**src/rtl/fxp_acc_pkg.sv**
```systemverilog
// Shared types and width helpers for the fixed-point frame accumulator.
// Rounding mode is selected by FXP_ACC_ROUND_EN (see fxp_round_sat).
package fxp_acc_pkg;

    typedef enum logic [1:0] {
        IDLE,
        ACCUM,
        ROUND,
        HOLD
    } state_e;

    function automatic int acc_w(input int n_in, input int guard, input int m_in);
        return n_in + guard + m_in;
    endfunction

endpackage

```
**src/rtl/fxp_round_sat.sv**
```systemverilog
// Combinational rounding and saturation of the accumulator into Q(N_OUT).(M_OUT).
// FXP_ACC_ROUND_EN defined: round-half-up; undefined: truncate (floor).
module fxp_round_sat
    import fxp_acc_pkg::*;
#(
    parameter int ACC_W = 20,
    parameter int M_IN  = 6,
    parameter int N_OUT = 5,
    parameter int M_OUT = 3
) (
    input  logic [ACC_W-1:0]       i_acc,
    input  logic                   i_ovf,
    output logic [N_OUT+M_OUT-1:0] o_data,
    output logic                   o_sat
);

    localparam int D     = M_IN - M_OUT;
    localparam int OUT_W = N_OUT + M_OUT;

`ifdef FXP_ACC_ROUND_EN
    // Half of one output LSB; shifting right after the left shift yields 0 when D=0.
    localparam logic [ACC_W:0] RND = ((ACC_W+1)'(1) << D) >> 1;
`else
    localparam logic [ACC_W:0] RND = '0;
`endif

    logic [ACC_W:0] w_sum;
    logic [ACC_W:0] w_q;
    logic           w_over;

    // Extra top bit absorbs the rounding carry so saturation sees it.
    assign w_sum  = {1'b0, i_acc} + RND;
    assign w_q    = w_sum >> D;
    assign w_over = |w_q[ACC_W:OUT_W];
    assign o_sat  = w_over | i_ovf;
    assign o_data = o_sat ? '1 : w_q[OUT_W-1:0];

endmodule

```
**src/rtl/fixed_point_accumulator.sv**
```systemverilog
// Frame accumulator for unsigned fixed-point products with rounded, saturated result.
// Rounding mode is selected by FXP_ACC_ROUND_EN (default: truncate).
module fixed_point_accumulator
    import fxp_acc_pkg::*;
#(
    parameter int N_IN  = 10,
    parameter int M_IN  = 6,
    parameter int N_OUT = 5,
    parameter int M_OUT = 3,
    parameter int GUARD = 4,
    parameter int CNT_W = 8
) (
    input  logic                   clk,
    input  logic                   rst_n,
    input  logic                   in_valid,
    output logic                   in_ready,
    input  logic [N_IN+M_IN-1:0]   in_data,
    input  logic                   in_last,
    output logic                   out_valid,
    input  logic                   out_ready,
    output logic [N_OUT+M_OUT-1:0] out_data,
    output logic                   out_sat,
    output logic [CNT_W-1:0]       out_count
);

    localparam int ACC_W = acc_w(N_IN, GUARD, M_IN);
    localparam int OUT_W = N_OUT + M_OUT;

    state_e             r_state;
    state_e             w_next;
    logic [ACC_W-1:0]   r_acc;
    logic               r_ovf;
    logic [CNT_W-1:0]   r_count;
    logic               r_out_valid;
    logic [OUT_W-1:0]   r_out_data;
    logic               r_out_sat;
    logic [CNT_W-1:0]   r_out_count;

    logic               w_beat;
    logic               w_first;
    logic [ACC_W-1:0]   w_base;
    logic [ACC_W:0]     w_add;
    logic [OUT_W-1:0]   w_rs_data;
    logic               w_rs_sat;

    assign in_ready = (r_state == IDLE) || (r_state == ACCUM);
    assign w_beat   = in_valid & in_ready;
    assign w_first  = (r_state == IDLE);

    // First beat of a frame starts from zero instead of the stale sum.
    assign w_base = w_first ? '0 : r_acc;
    assign w_add  = {1'b0, w_base} + (ACC_W+1)'(in_data);

    always_ff @(posedge clk or negedge rst_n) begin
        if (!rst_n) begin
            r_state <= IDLE;
        end else begin
            r_state <= w_next;
        end
    end

    always_comb begin
        w_next = r_state;
        unique case (r_state)
            IDLE: begin
                if (w_beat) begin
                    w_next = in_last ? ROUND : ACCUM;
                end
            end
            ACCUM: begin
                if (w_beat && in_last) begin
                    w_next = ROUND;
                end
            end
            ROUND: begin
                w_next = HOLD;
            end
            HOLD: begin
                if (out_ready) begin
                    w_next = IDLE;
                end
            end
        endcase
    end

    fxp_round_sat #(
        .ACC_W (ACC_W),
        .M_IN  (M_IN),
        .N_OUT (N_OUT),
        .M_OUT (M_OUT)
    ) u_round_sat (
        .i_acc  (r_acc),
        .i_ovf  (r_ovf),
        .o_data (w_rs_data),
        .o_sat  (w_rs_sat)
    );

    always_ff @(posedge clk or negedge rst_n) begin
        if (!rst_n) begin
            r_acc       <= '0;
            r_ovf       <= 1'b0;
            r_count     <= '0;
            r_out_valid <= 1'b0;
            r_out_data  <= '0;
            r_out_sat   <= 1'b0;
            r_out_count <= '0;
        end else begin
            if (w_beat) begin
                r_acc <= w_add[ACC_W] ? '1 : w_add[ACC_W-1:0];
                r_ovf <= (r_ovf & ~w_first) | w_add[ACC_W];
                if (w_first) begin
                    r_count <= CNT_W'(1);
                end else if (r_count != '1) begin
                    r_count <= r_count + CNT_W'(1);
                end
            end
            if (r_state == ROUND) begin
                r_out_data  <= w_rs_data;
                r_out_sat   <= w_rs_sat;
                r_out_count <= r_count;
                r_out_valid <= 1'b1;
            end
            if (r_state == HOLD && out_ready) begin
                r_out_valid <= 1'b0;
            end
        end
    end

    assign out_valid = r_out_valid;
    assign out_data  = r_out_data;
    assign out_sat   = r_out_sat;
    assign out_count = r_out_count;

endmodule

```
**config.mk**
```make
export PLATFORM = sky130hd
export DESIGN_NAME = fixed_point_accumulator
export DESIGN_NICKNAME = d
export VERILOG_FILES = /design/src/rtl/fxp_acc_pkg.sv /design/src/rtl/fxp_round_sat.sv /design/src/rtl/fixed_point_accumulator.sv
export SDC_FILE = /design/constraint.sdc
export NUM_CORES = 1
export LEC_CHECK = 0
export CAP_MARGIN = 20
export CORE_ASPECT_RATIO = 0.8
export CORE_MARGIN = 8
export CORE_UTILIZATION = 35
export CTS_CLUSTER_DIAMETER = 200
export DETAILED_ROUTE_END_ITERATION = 8
export PLACE_DENSITY_LB_ADDON = 0.05
export SYNTH_ARGS = -nofsm -noshare
export SYNTH_HDL_FRONTEND = slang
export SYNTH_SLANG_ARGS = --single-unit
```
**constraint.sdc**
```tcl
create_clock -name clk -period 4.5 [get_ports clk]
set_input_delay 0.9 -clock clk [delete_from_list [all_inputs] [get_ports clk]]
set_output_delay 0.9 -clock clk [all_outputs]
set_load 0.02 [all_outputs]
```
==> summary.md <==
| Metric | Value |
|---|---|
| Status | completed |
| Power consumption | 0.00241 W |
| Final HPWL DP | 5810 um |
| Pwr/cell area | 657 nW/um^2 |
| Post-Syn Area | 3120 sq um |
| IR drop worst, VDD | 0.383 mV |
| Wire length per cell | 16.2 um |
| Net Count, Synth | 364 |
| Worst setup EP type | flip-flop |
| Cells after synthesis | 321 |
| Avg Cell Area, Syn | 9.71 sq um |
| Chip Height | 100 um |
| Setup TNS | 0 ns |
| Startpoint type of the worst setup path | flip-flop |
| Slew Limit Headroom | 43.7% |
| Clk buf depth | 2 |
| Core Util, Final | 42.9% |
| Diodes inserted | 0 |
| Detailed-route DRC error count | 0 |
| Clock root buffer master | clkbuf_8 |
| Post-CTS Setup Repair Bufs | 0 |
| Final Hold Viols | 0 |
| Ys flop type | dfrtp_1 |
| Max-cap violations | 0 |
| DRC marker count from the first detailed-route iteration | 110 |
| Fill count | 876 |
| Period utilization | 74.2% |
| I/O pin count | 40 |
| WP data required | 4.67 ns |
| Antenna-violating nets left | 0 |
| Initial antenna violation count | 0 |
| CP max stage delay | 0.51 ns |
| Layout cells sized above 1 | 9.24% |
| Register area share after synthesis | 39.4% |
| CP arrival | 3.51 ns |
| Later-pin clock latency in the skew report | 0.30 ns |
| Final WL | 7610 um |
| Leakage | 1.58 nW |
| Global-route wire length before repair | 12,600 um |
| Gp weighted congestion | 0.795 |
| Largest delay share family, worst path | simple AND/OR/NAND/NOR gates |
| Cts repair resizes | 0 |
| Hold slack | 0.472 ns |
| Post-Layout Cell Count | 469 |
| Reg clk slew, reported paths | 0.09 ns |
| Worst-Margin Slew | 0.844 ns |
| Initial cell density of the core | 36.4% |
| Register bit count reported by yosys | 49 |
| IO Port Bufs | 39 |
| Commonest non-fill, non-tap cells in the layout | dfrtp_1 (49), clkdlybuf4s50_1 (38), nand2_1 (31) |
| Synth unique cells | 52 |
| CTS Hold Bufs | 0 |
| Fin. max-slew vios | 0 |
| Area growth, synth to finish | 18.0% |
| TritonRoute pass-1 iters | 4 |
| Post-synth top area cell | dfrtp_1 |
| # placed instances | 461 |
| Synth async-reset ratio | 100% |
| Largest net degree at the start of global routing | 50 |
| RSZ-0062 raised after global routing | no |
| F_max | 0.300 GHz |
| CP Class | flip-flop to flip-flop |
| Final Critical Period | 3.34 ns |
| Total core area | 8560 sq um |
| Vias in the first global route | 2,515 |
| Most common cell after layout, fill and taps aside | dfrtp_1 |
| CTS H-tree lvls | 2 |
| Final Skew | 0.0106 ns |
| Die Area | 12,200 sq um |
| Die X | 121 um |
| EDFF count, synth | 0 |
| Std cell rows | 30 |
| CTS Buf Count | 5 |
| CTS tree | built |
| CP max stage cell | ha_1 |
| Vias post-DR | 2,448 |
| Hold Crit Class | flip-flop to flip-flop |
| CP Cell Sequence | inv_1 -> ha_1 -> buf_4 -> nor2b_1 -> ha_1 -> nand2_1 -> nor3_1 -> nor3_1 -> o311ai_2 -> and4b_1 -> nor3_2 |
| Crit-path max FO | 24 |
| Vias per inst | 5.22 |
| Net total in the final layout | 399 |
| Syn. warnings | 0 |
| CTS Sinks | 49 |
| Share of the synthesized area in the top cell type | 39.4% |
| Synth area leaders | dfrtp_1 (39%), ha_1 (8.4%), o22a_1 (4.2%), nor2b_1 (4.0%), nand2_1 (3.7%) |
| CP Buf/Inv Count | 2 |
| Gr usage total | 12.9% |
| Final setup violation count | 0 |
| Remaining global-route overflow | 0 |
[worst min-delay path, stage by stage (launching register included)]
cell     delay, ns
dfrtp_1       0.35
nand2_1       0.05
nand2_1       0.05
[report_power, final]
group	total, W	leakage [nW]	internal, W	switching, W
Clock	0.000249	0.0450	0.000108	0.000141
Combinational	0.00149	0.957	0.000641	0.000851
Sequential	0.000672	0.576	0.000567	0.000104
[final timing paths]
kind,startpoint,to,slack [ns],cells past startpoint
max,r_state[0],r_acc[17],1.16,11
min,r_acc[2],r_acc[2],0.47,2
max reg2reg,r_state[0],r_acc[17],1.16,11
min reg2reg,r_acc[2],r_acc[2],0.47,2
max in group asynchronous,rst_n,r_acc[18],3.37,2
min in group asynchronous,rst_n,r_acc[15],0.70,2
[state kept, by name (all words and copies together) (netlist names)]
register / count
r_state: 2
out_count: 8
r_acc: 20
out_valid: 1
out_sat: 1
r_count: 8
r_ovf: 1
out_data: 8
[Yosys cell counts (3+ instances only)]
cell type  count
dfrtp_1       49
nand2_1       31
ha_1          21
nor2_1        21
a21oi_1       20
nor2b_1       20
o21ai_0       16
o22a_1        15
a21o_1         9
xor2_1         9
clkbuf_1       8
mux2_2         8
nand3_1        8
inv_1          7
o21ai_1        7
a31oi_1        5
mux2i_1        5
nor3_1         5
xnor2_1        5
nand4_1        4
a211oi_1       3
and2_1         3
and3_1         3
buf_2          3
nor4_1         3
[kinds of logic after synthesis]
family | synth area share, %
buf+inv | 3.13
fa+ha+maj | 9.08
compound gates | 20.5
flops | 39.4
mux | 4.50
simple gates | 19.5
xor+xnor | 3.94
[per-layer routing]
metal,global-route usage (%),wire length [um],up-vias
li1,-,-,1224
met1,17.8,3840,1180
met2,20.1,3400,39
met3,3.03,338,5
met4,2.27,36,0
met5,0,0,-
[metrics by stage]
step           setup slack [ns]  instance area (sq um)
2_1_floorplan              1.29                   3120
3_3_place_gp              0.929                   3590
3_5_place_dp              0.894                   3590
4_1_cts                    1.15                   3670
5_1_grt                   0.896                   3670
6_report                   1.16                   3670
[final cells by class]
class	count	area, sq um	area share, %
repair buffers	42	408	11.1
flip-flops and latches	49	1230	33.4
multi-input cells	251	1790	48.8
well taps	112	140	3.81
clock inverters	2	10.0	0.272
inverters	7	26.3	0.715
clock buffers	6	72.6	1.97
No activity file was read; power rests on OpenSTA's default activity.
